$ cat config.mk
export PLATFORM = sky130hd
export DESIGN_NAME = drp_master_fsm
export DESIGN_NICKNAME = d
export VERILOG_FILES = /design/src/rtl/drp_master_fsm.sv
export SDC_FILE = /design/constraint.sdc
export NUM_CORES = 1
export LEC_CHECK = 0
export ABC_AREA = 1
export ABC_CLOCK_PERIOD_IN_PS = 2300
export BUFFER_PORTS_ARGS = -buffer_cell sky130_fd_sc_hd__buf_2
export CAP_MARGIN = 30
export CORE_MARGIN = 2
export CORE_UTILIZATION = 45
export CTS_CLUSTER_SIZE = 30
export DETAILED_ROUTE_END_ITERATION = 6
export HOLD_SLACK_MARGIN = 0.1
export PLACE_DENSITY = 0.82
export SKIP_CTS_REPAIR_TIMING = 1
export SLEW_MARGIN = 20
export SYNTH_ARGS = -nofsm -noshare
export SYNTH_HDL_FRONTEND = slang
export SYNTH_SLANG_ARGS = --single-unit
$ cat constraint.sdc
create_clock -name drp_clk -period 2.3 [get_ports drp_clk]
set_clock_uncertainty 0.15 [all_clocks]
set_input_delay 0.115 -clock drp_clk [delete_from_list [all_inputs] [get_ports drp_clk]]
set_output_delay 0.115 -clock drp_clk [all_outputs]
set_load 0.01 [all_outputs]
$ cat src/rtl/drp_master_fsm.sv
// Single-outstanding DRP master: one drpen pulse per request, waits for drprdy or times out.
// Optional DRP_SEL_SHADOW_EN keeps local shadows of the four selector words and serves their reads.
module drp_master_fsm #(
  parameter int unsigned AW_QUAD     = 9,
  parameter int unsigned TIMEOUT_CYC = 1024,
  parameter logic [31:0] TO_PATTERN  = 32'hDEAD_DEAD
) (
  input  logic               drp_clk,
  input  logic               rst_n,
  input  logic               req_valid,
  output logic               req_ready,
  input  logic [AW_QUAD-1:0] req_addr,
  input  logic [31:0]        req_wdata,
  input  logic               req_we,
  input  logic               req_int_reg,
  output logic               rsp_valid,
  output logic [31:0]        rsp_rdata,
  output logic               rsp_timeout,
  output logic [AW_QUAD-1:0] drpaddr,
  output logic [31:0]        drpdi,
  output logic               drpwe,
  output logic               drpen,
  output logic               int_reg,
  input  logic [31:0]        drpdo,
  input  logic               drprdy,
  output logic               busy,
  output logic [15:0]        timeout_cnt
);

  typedef enum logic [2:0] {S_IDLE, S_ISSUE, S_WAIT, S_LOCAL, S_RESP} state_e;

  localparam logic [15:0] TERM = 16'(TIMEOUT_CYC - 1);

  state_e             state_q;
  logic               req_ready_q;
  logic               rsp_valid_q;
  logic [31:0]        rsp_rdata_q;
  logic               rsp_timeout_q;
  logic [AW_QUAD-1:0] drpaddr_q;
  logic [31:0]        drpdi_q;
  logic               drpwe_q;
  logic               drpen_q;
  logic               int_reg_q;
  logic [15:0]        timeout_cnt_q;
  logic [15:0]        wait_cnt_q;
  logic [15:0]        wait_cnt_d;
  logic               sel_hit;
  logic               local_path;

  assign sel_hit    = &drpaddr_q[AW_QUAD-1:2];
  // Compare the incremented count so the timeout response lands TIMEOUT_CYC cycles after drpen.
  assign wait_cnt_d = wait_cnt_q + 16'd1;

`ifdef DRP_SEL_SHADOW_EN
  logic [3:0][31:0] shadow_q;
  assign local_path = sel_hit;
`else
  assign local_path = sel_hit & drpwe_q;
`endif

  always_ff @(posedge drp_clk or negedge rst_n) begin
    if (!rst_n) begin
      state_q       <= S_IDLE;
      req_ready_q   <= 1'b1;
      rsp_valid_q   <= 1'b0;
      rsp_rdata_q   <= '0;
      rsp_timeout_q <= 1'b0;
      drpaddr_q     <= '0;
      drpdi_q       <= '0;
      drpwe_q       <= 1'b0;
      drpen_q       <= 1'b0;
      int_reg_q     <= 1'b0;
      timeout_cnt_q <= '0;
      wait_cnt_q    <= '0;
`ifdef DRP_SEL_SHADOW_EN
      shadow_q      <= '0;
`endif
    end else begin
      case (state_q)
        S_IDLE: begin
          if (req_valid) begin
            drpaddr_q   <= req_addr;
            drpdi_q     <= req_wdata;
            drpwe_q     <= req_we;
            int_reg_q   <= req_int_reg;
            drpen_q     <= 1'b1;
            req_ready_q <= 1'b0;
            state_q     <= S_ISSUE;
          end
        end
        S_ISSUE: begin
          drpen_q    <= 1'b0;
          wait_cnt_q <= '0;
          state_q    <= local_path ? S_LOCAL : S_WAIT;
        end
        S_WAIT: begin
          if (drprdy) begin
            rsp_rdata_q   <= drpwe_q ? '0 : drpdo;
            rsp_timeout_q <= 1'b0;
            rsp_valid_q   <= 1'b1;
            state_q       <= S_RESP;
          end else if (wait_cnt_d == TERM) begin
            rsp_rdata_q   <= TO_PATTERN;
            rsp_timeout_q <= 1'b1;
            rsp_valid_q   <= 1'b1;
            if (timeout_cnt_q != 16'hFFFF) timeout_cnt_q <= timeout_cnt_q + 16'd1;
            state_q       <= S_RESP;
          end else begin
            wait_cnt_q <= wait_cnt_d;
          end
        end
        S_LOCAL: begin
          rsp_rdata_q <= '0;
`ifdef DRP_SEL_SHADOW_EN
          // A selector write clears the other three words, mirroring the mux.
          if (drpwe_q) begin
            shadow_q                 <= '0;
            shadow_q[drpaddr_q[1:0]] <= drpdi_q;
          end else begin
            rsp_rdata_q <= shadow_q[drpaddr_q[1:0]];
          end
`endif
          rsp_timeout_q <= 1'b0;
          rsp_valid_q   <= 1'b1;
          state_q       <= S_RESP;
        end
        S_RESP: begin
          rsp_valid_q   <= 1'b0;
          rsp_timeout_q <= 1'b0;
          drpwe_q       <= 1'b0;
          int_reg_q     <= 1'b0;
          req_ready_q   <= 1'b1;
          state_q       <= S_IDLE;
        end
        default: begin
          req_ready_q <= 1'b1;
          state_q     <= S_IDLE;
        end
      endcase
    end
  end

  assign req_ready   = req_ready_q;
  assign rsp_valid   = rsp_valid_q;
  assign rsp_rdata   = rsp_rdata_q;
  assign rsp_timeout = rsp_timeout_q;
  assign drpaddr     = drpaddr_q;
  assign drpdi       = drpdi_q;
  assign drpwe       = drpwe_q;
  assign drpen       = drpen_q;
  assign int_reg     = int_reg_q;
  assign busy        = (state_q != S_IDLE);
  assign timeout_cnt = timeout_cnt_q;

endmodule

==> results.py <==
metrics = {
    "pwr": {
        "power_frac_clock_pct": 31.8,
        "swShare_pct": 37.0,
        "leakage_nw": 4.61,
        "internal_power_w": 0.00628,
        "power_frac_seq_pct": 32.0,
        "ir_drop_v": 0.000763,
        "cellPowerDensity_mw_per_mm2": 1120,
        "p_comb_share_pct": 36.1,
        "p_switching_w": 0.00369,
    },
    "synth": {
        "synth_edf_count": 0,
        "yosysTopAreaCell": "dfrtp_1",
        "synth_ff_type": "dfrtp_1",
        "ys_ff_latch": 114,
        "syn-cell-area_mm2": 0.00586,
        "synth_commonest_cells": "322 x nand2_1, 113 x dfrtp_1, 73 x nand3_1",
        "ys_async_sr_fraction_pct": 100,
        "synth.top_cell.area_share_pct": 48.3,
        "synthTopCellsByArea": "dfrtp_1 48%, nand2_1 21%, nand3_1 6.2%",
        "synth.most_common_cell": "nand2_1",
        "yosysWarnings": 0,
        "yosysSeqAreaShare_pct": 48.7,
        "synth_fp_nets": 811,
        "netlist_instances": 729,
        "synth.distinct_cells": 39,
        "avgSynthCellArea_um2": 8.04,
    },
    "place": {
        "port-buffer-count": 174,
        "pre_cts_slack_ns": 0.0280,
        "placed_area_mm2": 0.00711,
        "dpl.hpwl_um": 10800,
        "dp.cells": 1076,
        "place.gp.congestion": 0.939,
    },
    "floorplan": {
        "chipHeight_um": 118,
        "die_area_mm2": 0.0139,
        "coreArea_mm2": 0.0127,
        "ios": 175,
        "rows": 41,
        "start_util_pct": 46.2,
        "die_w_um": 118,
    },
    "detailed_routing": {
        "ant_nets": 0,
        "routed_wl_um": 20000,
        "drt_iter0_markers": 701,
        "via_count": 6335,
        "firstDrtPassIters": 7,
        "wl_per_cell_um": 16.6,
        "vias_per_cell": 5.27,
        "drc": 0,
    },
    "worst_setup_path": {
        "cp_cell_sequence": "inv_1, nand2_1, nand2_1, dlygate4sd3_1, nand3_1, nand2_1",
        "path_buf_inv": 2,
        "cp-start-kind": "flop",
        "path_common_cell": "nand2_1",
        "slowest_stage": "inv_1",
        "worstSetupPathType": "flop to flop",
        "endpoint_kind": "flop",
        "cp_max_fo": 23,
        "crit_required_ns": 2.51,
        "crit_family": "buffers and inverters",
        "crit_arrival_ns": 2.50,
        "critPathMaxStageDelay_ns": 0.60,
    },
    "grt": {
        "antenna_found_initial": 2,
        "met2_usage_pct": 37.0,
        "track_usage_pct": 22.8,
        "grt_max_degree": 49,
        "use_met1_pct": 28.5,
        "grt_pass1_wl_um": 25700,
        "grt_util_met3_pct": 6.93,
        "top_usage_layer": "met2",
        "grt.overflow.total": 0,
        "grt_pass1_vias": 5449,
    },
    "sta": {
        "timing.fmax_mhz": 435,
        "drv_slew": 0,
        "worst_slack_ns": 0.00239,
        "worst_pin_slew_ns": 0.765,
        "hold_viol": 0,
        "min_period_over_period_pct": 99.9,
        "grt_setup_unrepaired": "yes",
        "period_needed_ns": 2.30,
        "setup_viol": 0,
        "slew_headroom_pct": 48.9,
    },
    "cts": {
        "worstSkewPairLatency_ns": 0.42,
        "clock-root-buffer": "clkbuf_16",
        "cts_num_sinks": 114,
        "h-tree-depth": 4,
        "cts.clk_slew.worst_paths_ns": 0.06,
        "cts_tree": "done",
        "cts_buffers": 17,
        "ctsLongestPathBuffers": 2,
    },
    "cells_and_area": {
        "layout-drive-gt1-share_pct": 30.5,
        "utilization_pct": 70.4,
        "stdcell_count": 1203,
        "final_area_mm2": 0.00891,
        "syn_to_final_growth_pct": 52.2,
        "nNetsFinal": 1098,
        "fill_cells": 845,
    },
    "hold_path": {
        "hp-class": "input port to asynchronous set/reset pin",
    },
    "flow_run": {
        "max_cap_viol_count": 0,
    },
    "outcome": {
        "status": "finished, final reports clean",
    },
}
-- stage by stage --
step                      setup TNS, ns  total power, W  hold WS [ns]
after floorplan                       0         0.00503        -0.331
after global placement                0         0.00624        -0.103
after detailed placement              0         0.00634        -0.103
after CTS                             0         0.00953        -0.555
after global routing              -1.93          0.0105         0.114
final                                 0         0.00997         0.101
-- placed cells by master, fill, tap and decap left out, types with 9 or more instances in the layout --
cell type | netlist | final
nand3_1 | 73 | 68
nand2_2 | 4 | 11
nand3_2 | 20 | 23
nor3_1 | 11 | 11
buf_2 | 4 | 173
clkbuf_16 | 0 | 17
nor2_1 | 42 | 34
dfrtp_1 | 113 | 108
a21oi_4 | 9 | 9
buf_4 | 2 | 20
nand2_1 | 322 | 314
inv_1 | 44 | 43
dlygate4sd3_1 | 0 | 90
-- power by group through the flow --
stage | Sequential, W | Combinational (W) | Clock, W
after global placement | 0.00314 | 0.00309 | 0
final | 0.00319 | 0.00360 | 0.00317
after CTS | 0.00314 | 0.00320 | 0.00318
after floorplan | 0.00342 | 0.00161 | 0
after detailed placement | 0.00315 | 0.00319 | 0
after global routing | 0.00326 | 0.00392 | 0.00329
-- layer usage --
metal  vias up  wire length [um]
li1       2893                 -
met1      3004              7450
met2       350             10100
met3        88              1420
met4         0              1010
met5         -                 0
-- tightest hold or removal path, cell delays in order --
cell and delay, ns:
dlygate4sd3_1 0.53, buf_4 0.18, buf_12 0.19
-- cell families (layout without fill, tap and decap cells) --
family	count (synthesis)	in the layout	share of synthesized area, %
AND/OR/NAND/NOR	494	494	37.7
flip-flops	114	114	48.7
buffers and inverters	76	376	5.75
AO/OA/AOI/OAI	29	29	5.28
XOR/XNOR	13	13	1.94
adder cells (fa/ha/maj)	3	3	0.641
other	0	2	0
-- area by class of cell --
class | instances | area, um^2 | share of cell area (%)
flip-flops and latches | 114 | 2860 | 32.1
multi-input cells | 539 | 2810 | 31.6
repair buffers | 297 | 2140 | 24.1
clock buffers | 19 | 443 | 4.97
clock inverters | 13 | 254 | 2.85
well taps | 172 | 215 | 2.41
inverters | 47 | 179 | 2.01
diodes | 2 | 5.00 | 0.0561
-- worst paths after layout --
check | start | end | slack (ns) | depth (start not counted)
max | drpwe | rsp_rdata[30] | 0.002 | 6
min | rst_n | rsp_rdata[14] | 0.10 | 3
max reg2reg | drpwe | rsp_rdata[30] | 0.002 | 6
min reg2reg | drpdi[29] | drpdi[29] | 0.32 | 2
max in group asynchronous | rst_n | drpdi[6] | 1.62 | 3
min in group drp_clk | req_wdata[14] | drpdi[14] | 0.29 | 4
Power figures use the tool's default switching activity.
